===== config.mk =====
export PLATFORM = sky130hd
export DESIGN_NAME = reorder_buffer
export DESIGN_NICKNAME = d
export VERILOG_FILES = /design/src/rtl/rv32i_types.sv /design/src/rtl/structs.sv /design/src/rtl/reorder_buffer.sv
export SDC_FILE = /design/constraint.sdc
export NUM_CORES = 1
export LEC_CHECK = 0
export BUFFER_PORTS_ARGS = -buffer_cell sky130_fd_sc_hd__buf_2
export CORE_MARGIN = 2
export CORE_UTILIZATION = 60
export DETAILED_ROUTE_END_ITERATION = 8
export PLACE_DENSITY = 0.8
export SYNTH_ARGS = -nofsm -noshare
export SYNTH_HDL_FRONTEND = slang
export SYNTH_SLANG_ARGS = --single-unit

===== constraint.sdc =====
create_clock -name clk -period 5.54 [get_ports clk]
set_clock_uncertainty 0.1 [all_clocks]
set_input_delay 1.108 -clock clk [delete_from_list [all_inputs] [get_ports clk]]
set_output_delay 1.108 -clock clk [all_outputs]
set_load 0.005 [all_outputs]

===== src/rtl/rv32i_types.sv =====
// Shared RV32I-side widths: rename tags handed out by the reorder buffer and register ids.
package rv32i_types;
    localparam int TAG_W = 4;
    localparam int REG_W = 5;
    localparam int XLEN  = 32;
endpackage


===== src/rtl/structs.sv =====
// Reorder-buffer entry layout and default depth.
package structs;
    localparam int ROB_DEPTH = 8;

    typedef struct packed {
        logic        valid;
        logic        ready;
        logic [4:0]  rd;
        logic [31:0] value;
    } rob_entry_t;
endpackage


===== src/rtl/reorder_buffer.sv =====
// In-order commit reorder buffer: circular FIFO of entries filled out of order by the CDB.
// Tag n names entry n-1; tag 0 means the operand already lives in the register file.
module reorder_buffer
    import rv32i_types::*;
    import structs::rob_entry_t;
#(
    parameter int ROB_DEPTH = structs::ROB_DEPTH
) (
    input  logic             clk,
    input  logic             rst,
    input  logic             flush,
    input  logic             rob_write,
    input  logic [REG_W-1:0] rob_dest,
    output logic [TAG_W-1:0] rob_free_tag,
    output logic             rob_full,
    input  logic             cdb_valid,
    input  logic [TAG_W-1:0] cdb_tag,
    input  logic [XLEN-1:0]  cdb_value,
    input  logic [TAG_W-1:0] query_tag1,
    input  logic [TAG_W-1:0] query_tag2,
    output logic             query_ready1,
    output logic             query_ready2,
    output logic [XLEN-1:0]  query_val1,
    output logic [XLEN-1:0]  query_val2,
    output logic             load_reg,
    output logic [REG_W-1:0] reg_id_rob,
    output logic [XLEN-1:0]  reg_val,
    output logic [TAG_W-1:0] tag_rob
);
    localparam int PTR_W = $clog2(ROB_DEPTH);
    localparam int CNT_W = PTR_W + 1;

    rob_entry_t       entries_q [ROB_DEPTH];
    rob_entry_t       entries_d [ROB_DEPTH];
    logic [PTR_W-1:0] head_q, head_d, tail_q, tail_d;
    logic [CNT_W-1:0] count_q, count_d;
    logic             alloc_s, commit_s, cdb_hit_s;
    logic [TAG_W-1:0] qtag_s [2];
    logic             qrdy_s [2];
    logic [XLEN-1:0]  qval_s [2];

    function automatic logic tag_live(input logic [TAG_W-1:0] tag);
        return (tag != '0) && (int'(tag) <= ROB_DEPTH);
    endfunction

    function automatic logic [PTR_W-1:0] tag_idx(input logic [TAG_W-1:0] tag);
        return PTR_W'(tag - TAG_W'(1));
    endfunction

    function automatic logic [PTR_W-1:0] ptr_inc(input logic [PTR_W-1:0] p);
        return (p == PTR_W'(ROB_DEPTH - 1)) ? '0 : p + PTR_W'(1);
    endfunction

    assign rob_full     = (count_q == CNT_W'(ROB_DEPTH));
    assign rob_free_tag = TAG_W'(tail_q) + TAG_W'(1);
    assign alloc_s      = rob_write && !rob_full;
    assign commit_s     = !flush && entries_q[head_q].valid && entries_q[head_q].ready;
    assign cdb_hit_s    = cdb_valid && tag_live(cdb_tag) && entries_q[tag_idx(cdb_tag)].valid;

    // Everything but load_reg is zeroed off-commit so stale storage never leaks.
    assign load_reg   = commit_s && (entries_q[head_q].rd != '0);
    assign reg_id_rob = commit_s ? entries_q[head_q].rd : '0;
    assign reg_val    = commit_s ? entries_q[head_q].value : '0;
    assign tag_rob    = commit_s ? TAG_W'(head_q) + TAG_W'(1) : '0;

    assign qtag_s[0]    = query_tag1;
    assign qtag_s[1]    = query_tag2;
    assign query_ready1 = qrdy_s[0];
    assign query_ready2 = qrdy_s[1];
    assign query_val1   = qval_s[0];
    assign query_val2   = qval_s[1];

    // Operand lookup with same-cycle CDB bypass for the two decoder ports.
    always_comb begin
        for (int i = 0; i < 2; i++) begin
            qrdy_s[i] = 1'b0;
            qval_s[i] = '0;
            if (tag_live(qtag_s[i]) && entries_q[tag_idx(qtag_s[i])].valid) begin
                if (cdb_valid && (cdb_tag == qtag_s[i])) begin
                    qrdy_s[i] = 1'b1;
                    qval_s[i] = cdb_value;
                end else if (entries_q[tag_idx(qtag_s[i])].ready) begin
                    qrdy_s[i] = 1'b1;
                    qval_s[i] = entries_q[tag_idx(qtag_s[i])].value;
                end else begin
                    qrdy_s[i] = 1'b0;
                    qval_s[i] = '0;
                end
            end else begin
                qrdy_s[i] = 1'b0;
                qval_s[i] = '0;
            end
        end
    end

    // Next-state: flush wins, otherwise CDB fill, head retire and tail allocate.
    always_comb begin
        entries_d = entries_q;
        head_d    = head_q;
        tail_d    = tail_q;
        count_d   = count_q;
        if (flush) begin
            for (int i = 0; i < ROB_DEPTH; i++) begin
                entries_d[i].valid = 1'b0;
                entries_d[i].ready = 1'b0;
            end
            head_d  = '0;
            tail_d  = '0;
            count_d = '0;
        end else begin
            if (cdb_hit_s) begin
                entries_d[tag_idx(cdb_tag)].ready = 1'b1;
                entries_d[tag_idx(cdb_tag)].value = cdb_value;
            end else begin
                entries_d[head_q].valid = entries_q[head_q].valid;
            end
            if (commit_s) begin
                entries_d[head_q].valid = 1'b0;
                entries_d[head_q].ready = 1'b0;
                head_d                  = ptr_inc(head_q);
            end else begin
                head_d = head_q;
            end
            if (alloc_s) begin
                entries_d[tail_q].valid = 1'b1;
                entries_d[tail_q].ready = 1'b0;
                entries_d[tail_q].rd    = rob_dest;
                tail_d                  = ptr_inc(tail_q);
            end else begin
                tail_d = tail_q;
            end
            count_d = count_q + CNT_W'(alloc_s) - CNT_W'(commit_s);
        end
    end

    // State registers; entry payload is deliberately left unreset.
    always_ff @(posedge clk or negedge rst) begin
        if (!rst) begin
            for (int i = 0; i < ROB_DEPTH; i++) begin
                entries_q[i].valid <= 1'b0;
                entries_q[i].ready <= 1'b0;
            end
            head_q  <= '0;
            tail_q  <= '0;
            count_q <= '0;
        end else begin
            entries_q <= entries_d;
            head_q    <= head_d;
            tail_q    <= tail_d;
            count_q   <= count_d;
        end
    end
endmodule

==> out/metrics.yaml, run 1 <==
cp_max_fo: 24
syn_nets: 1317
post_cts_buffers: 0
synth_cell_types: 65
critPathBufInv: 3
netlist_area_um2: 18100
end_kind: "primary output"
synth-simple-area-share_pct: 8.18
initial_core_util_pct: 61.0
cts_tree: "done"
clockPowerShare_pct: 41.3
clockRootBuffer: "clkbuf_16"
drc_errors: 0
path_cells: "buf_4, nor2b_1, nand2_1, buf_12, o22ai_1, or4_1, nor2_1, buf_2"
tightest_slew_ps: 1140
die_height_um: 178
h-tree-depth: 2
track_usage_pct: 34.2
sw_frac_of_total_pct: 23.7
grt_pass1_vias: 13000
cts_inserted_buffers: 36
drtIter0Drc: 2049
fin_cells: 1808
nets: 1461
synth-main-ff-cell: "edfxtp_1"
dieArea_um2: 31500
seq_area_frac_synth_pct: 52.8
layout_common_cells: "296 x edfxtp_1, 164 x buf_2, 141 x mux4_2, 117 x nor2_1, 111 x o22ai_1"
hold_class: "in2async"
layout-drive-gt1-share_pct: 35.1
finalHoldViolCount: 0
synth_top_family_by_area: "multiplexers"
critical_path.slowest_cell: "dfrtp_1"
worstSetupPathType: "reg2out"
grt_max_degree: 65
post_cts_resized: 0
vias: 13200
yosysTopAreaCell: "edfxtp_1"
maxCapViolations: 0
detail-route-antenna-nets: 0
synth_compound_area_share_pct: 11.6
cts_sinks: 322
final_common_cell: "edfxtp_1"
ys_ff_latch: 322
dpl.hpwl_um: 31900
critPathLaunchType: "flip-flop"
place_inst: 1744
period_needed_ps: 4990
grt_pass1_wl_um: 79000
antenna_found_initial: 1
placementRows: 63
rsz0062_at_grt: "false"
clockBufferDepth: 3
clk_latency_ps: 530
globalplace.congestion: 0.913
synthAdderAreaFrac_pct: 1.08
p_comb_share_pct: 10.7
critPathTopFamily: "simple AND/OR/NAND/NOR gates"
powerDensity_nw_per_um2: 273
synth_async_sr_flop_share_pct: 8.07
peakVddDrop_mv: 0.317
p_int_w: 0.00428
drt-pass1-iter-count: 5
p_sw_w: 0.00133
p_seq_share_pct: 48.0
syn_area_per_cell_um2: 14.5
synthMuxAreaShare_pct: 22.3
power.leakage_nw: 7.39
yosysTopAreaCellShare_pct: 49.2
io_pins: 167
synthCells: 1248
status: "complete, no violations"
yosysWarnings: 0
cp.arrival_ps: 3780
setup_tns_ps: 0
hold_buffers: 0
port_buffers: 166
finalMaxSlewViolations: 0
max_stage_delay_ps: 970
clkTransAtPathRegs_ps: 60
die_w_um: 178
synth-xor-area-share_pct: 0.907
period_share_pct: 90.0
overflow: 0
fillCellCount: 1961
viasPerCell: 7.32
core_area_um2: 29600
maxSlewHeadroom_pct: 23.4
area_delta_synth_final_pct: 13.7
cp.required_ps: 4330
routedWlPerCell_um: 29.3
yosys-top-cells-area: "edfxtp_1 49%, mux4_2 18%, mux2i_1 4.3%"
wl_um: 53000
fmax_ghz: 0.201
whs_ps: 510
setup_viol: 0
synth_edf_count: 296
cell families after synthesis:
group,Yosys count
DFF,322
xor gates and xnor gates,17
AOI/OAI and AO/OA,255
muxes,225
and+or+nand+nor,291
buffers and inverters,123
adders and majority gates,15
through the flow:
stage	setup slack (ps)	cell area (um^2)	power (W)	util [%]
floorplan	297	18100	0.00314	-
global placement	822	19400	0.00331	65.5
detailed placement	760	19400	0.00333	65.5
CTS	636	20500	0.00561	69.3
global route	403	20500	0.00575	69.3
finish	554	20500	0.00561	69.3
state kept, by name, indices dropped and copies added, names as in the netlist:
signal and cells:
count_q 4, tail_q 3, entries_q 312, head_q 3
area by class of cell:
cell class | count | area (um^2) | share of cell area, %
Sequential cell | 322 | 9540 | 46.4
Timing Repair Buffer | 209 | 1230 | 6.00
Multi-Input combinational cell | 803 | 8060 | 39.2
Antenna cell | 1 | 2.50 | 0.0122
Clock buffer | 45 | 977 | 4.76
Tap cell | 390 | 488 | 2.37
Inverter | 20 | 75.1 | 0.365
Clock inverter | 18 | 168 | 0.816
metal layers:
layer / up-vias / global-route usage [%] / part of all wire [%]
met2: 1127 / 53.8 / 47
met3: 208 / 8.68 / 14
met1: 6473 / 45.3 / 34
li1: 5418 / - / -
met4: 0 / 15.2 / 4.8
met5: - / 0 / 0
worst register-to-register path: stages (launching register included):
cell       delay, ps
dfrtp_1         1050
nor2_1           320
o2bb2ai_2        230
a211o_1          370
nand2_2          500
inv_2            180
ha_1             320
inv_1             40
ha_1             200
fa_1             410
xnor2_1          150
nor2_1            50
cells in the mapped netlist, types with 18 or more instances:
cell type	count
a211oi_2	58
nor3_1	18
o22ai_1	111
inv_1	18
mux4_2	141
and2_1	43
or4_1	23
clkbuf_1	38
dfrtp_1	26
mux2i_1	77
nand2_1	27
edfxtp_1	296
nor2_1	123
buf_2	49
power groups by stage:
stage          registers (W)  logic, W  clock network (W)
4_1_cts              0.00269  0.000593            0.00233
3_3_place_gp         0.00274  0.000576                  0
6_report             0.00269  0.000600            0.00232
3_5_place_dp         0.00274  0.000588                  0
2_1_floorplan        0.00273  0.000412                  0
5_1_grt              0.00269  0.000639            0.00242
final timing paths:
path | start | end | slack, ps | depth (start not counted)
min | rst | head_q[2] | 510 | 1
min reg2reg | count_q[0] | count_q[0] | 520 | 2
max | head_q[1] | reg_val[27] | 550 | 8
max in group asynchronous | rst | entries_q[310] | 4420 | 1
min in group clk | count_q[0] | count_q[0] | 520 | 2
max reg2reg | head_q[0] | count_q[2] | 1460 | 11
(Power assumes the default switching activity.)
==> run 2: changes to the inputs <==
--- a/config.mk
+++ b/config.mk
@@ -7,9 +7,9 @@
 export LEC_CHECK = 0
 export BUFFER_PORTS_ARGS = -buffer_cell sky130_fd_sc_hd__buf_2
 export CORE_MARGIN = 2
-export CORE_UTILIZATION = 60
+export CORE_UTILIZATION = 50
 export DETAILED_ROUTE_END_ITERATION = 8
-export PLACE_DENSITY = 0.8
+export PLACE_DENSITY = 0.69
 export SYNTH_ARGS = -nofsm -noshare
 export SYNTH_HDL_FRONTEND = slang
 export SYNTH_SLANG_ARGS = --single-unit
==> out/metrics.yaml, run 2 (synthesis gave the netlist of run 1 again) <==
end_kind: "primary output"
period_share_pct: 88.0  # -2.0 points
hold_class: "in2async"
drc_errors: 0  # unchanged
drtIter0Drc: 1589  # -22%
vias: 12900  # -2.2%
drt-pass1-iter-count: 7  # +2
globalplace.congestion: 0.863  # -5.5%
status: "complete, no violations"
final_common_cell: "edfxtp_1"
hold_buffers: 0  # unchanged
worstSetupPathType: "in2out"
dpl.hpwl_um: 32800  # +2.7%
initial_core_util_pct: 50.8  # -10 points
post_cts_resized: 0  # unchanged
maxCapViolations: 0  # unchanged
critPathLaunchType: "input pin"
nets: 1467  # +0.41%
clkTransAtPathRegs_ps: 60  # about the same
period_needed_ps: 4880  # -108 ps
layout-drive-gt1-share_pct: 35.1  # +0.038 points
h-tree-depth: 2  # unchanged
power.leakage_nw: 7.43  # +0.58%
dieArea_um2: 37700  # +20%
routedWlPerCell_um: 28.3  # -3.6%
cts_tree: "done"
cp_max_fo: 38  # +58%
regMostFlops: "entries_q"
port_buffers: 166  # unchanged
layout_common_cells: "296 x edfxtp_1, 164 x buf_2, 141 x mux4_2, 117 x nor2_1, 111 x o22ai_1"
clockRootBuffer: "clkbuf_16"
antenna_found_initial: 1  # unchanged
finalMaxSlewViolations: 0  # unchanged
die_height_um: 194  # +9.3%
viasPerCell: 6.86  # -6.2%
grt_pass1_wl_um: 79900  # +1.2%
setup_tns_ps: 0  # unchanged
fmax_ghz: 0.205  # +2.2%
cp.arrival_ps: 3670  # -110 ps
largest_register_ffs: 312  # unchanged
io_pins: 167  # unchanged
core_area_um2: 35600  # +20%
maxSlewHeadroom_pct: 31.6  # +8.2 points
cts_inserted_buffers: 35  # -2.8%
placementRows: 69  # +9.5%
grt_pass1_vias: 13100  # +0.78%
final_cell_area_um2: 20700  # +0.92%
post_dp_cell_area_um2: 19600  # +0.90%
cts_sinks: 322  # unchanged
cp.required_ps: 4330  # about the same
clockBufferDepth: 3  # unchanged
setup_viol: 0  # unchanged
track_usage_pct: 28.0  # -6.2 points
detail-route-antenna-nets: 0  # unchanged
overflow: 0  # unchanged
finalHoldViolCount: 0  # unchanged
clk_latency_ps: 540  # about the same
wl_um: 53300  # +0.51%
grt_max_degree: 65  # unchanged
tightest_slew_ps: 1020  # -123 ps
area_delta_synth_final_pct: 14.8
powerDensity_nw_per_um2: 273  # +0.16%
rsz0062_at_grt: "false"
largestRegisters: "entries_q (312), count_q (4)"
finalPower_w: 0.00567  # +1.1%
die_w_um: 194  # +9.3%
post_cts_buffers: 0  # unchanged
peakVddDrop_mv: 0.158  # -50%
[run 2: changes by cell type in the layout (fill, tap and decap cells not counted), sizes merged]
cell	change
buf	+7
bufinv	+3
clkinvlp	-3
clkinv	+1
inv	-1
[run 2: where the power goes]
part           leakage [nW]  switching, W  internal (W)
clock                 0.562      0.000941       0.00143
combinational          3.78      0.000351      0.000258
sequential             3.09     0.0000182       0.00267
[run 2: final timing paths]
kind / startpoint / end / slack (ps) / cells after the start
setup / recovery: query_tag1[0] / query_val1[28] / 660 / 8
hold / removal: rst / entries_q[233] / 500 / 1
setup reg to reg: head_q[1] / count_q[2] / 1670 / 11
hold reg to reg: count_q[0] / count_q[0] / 510 / 2
max in group asynchronous: rst / entries_q[193] / 4410 / 1
min in group clk: count_q[0] / count_q[0] / 510 / 2
[run 2: layout make-up]
type / instances / area (um^2)
Antenna cell: 1 / 2.50
Clock buffer: 45 / 935
Clock inverter: 18 / 225
Fill cell: 2768 / 14800
Inverter: 20 / 75.1
Multi-Input combinational cell: 803 / 8080
Sequential cell: 322 / 9540
Tap cell: 461 / 577
Timing Repair Buffer: 216 / 1300
[run 2: per-layer routing]
metal	GRT usage [%]	wire length [um]	vias up
met5	0	0	-
met4	11.2	1890	0
met3	4.97	5730	157
met2	44.5	25000	882
met1	38.5	20700	6454
li1	-	-	5444
[run 2: stage by stage]
step / util [%] / setup slack, ps / instances / hold WS (ps)
floorplan: - / 297 / 1248 / 434
global placement: 55.0 / 778 / 1822 / 500
detailed placement: 55.0 / 748 / 1822 / 503
CTS: 58.3 / 714 / 1885 / 495
global route: 58.3 / 510 / 1885 / 527
finish: 58.3 / 662 / 1886 / 497
[run 2: critical path: stages]
cell and delay (ps):
buf_4 160, inv_1 100, ha_4 630, buf_4 620
mux4_2 400, mux2i_1 350, a211oi_2 140, buf_2 150
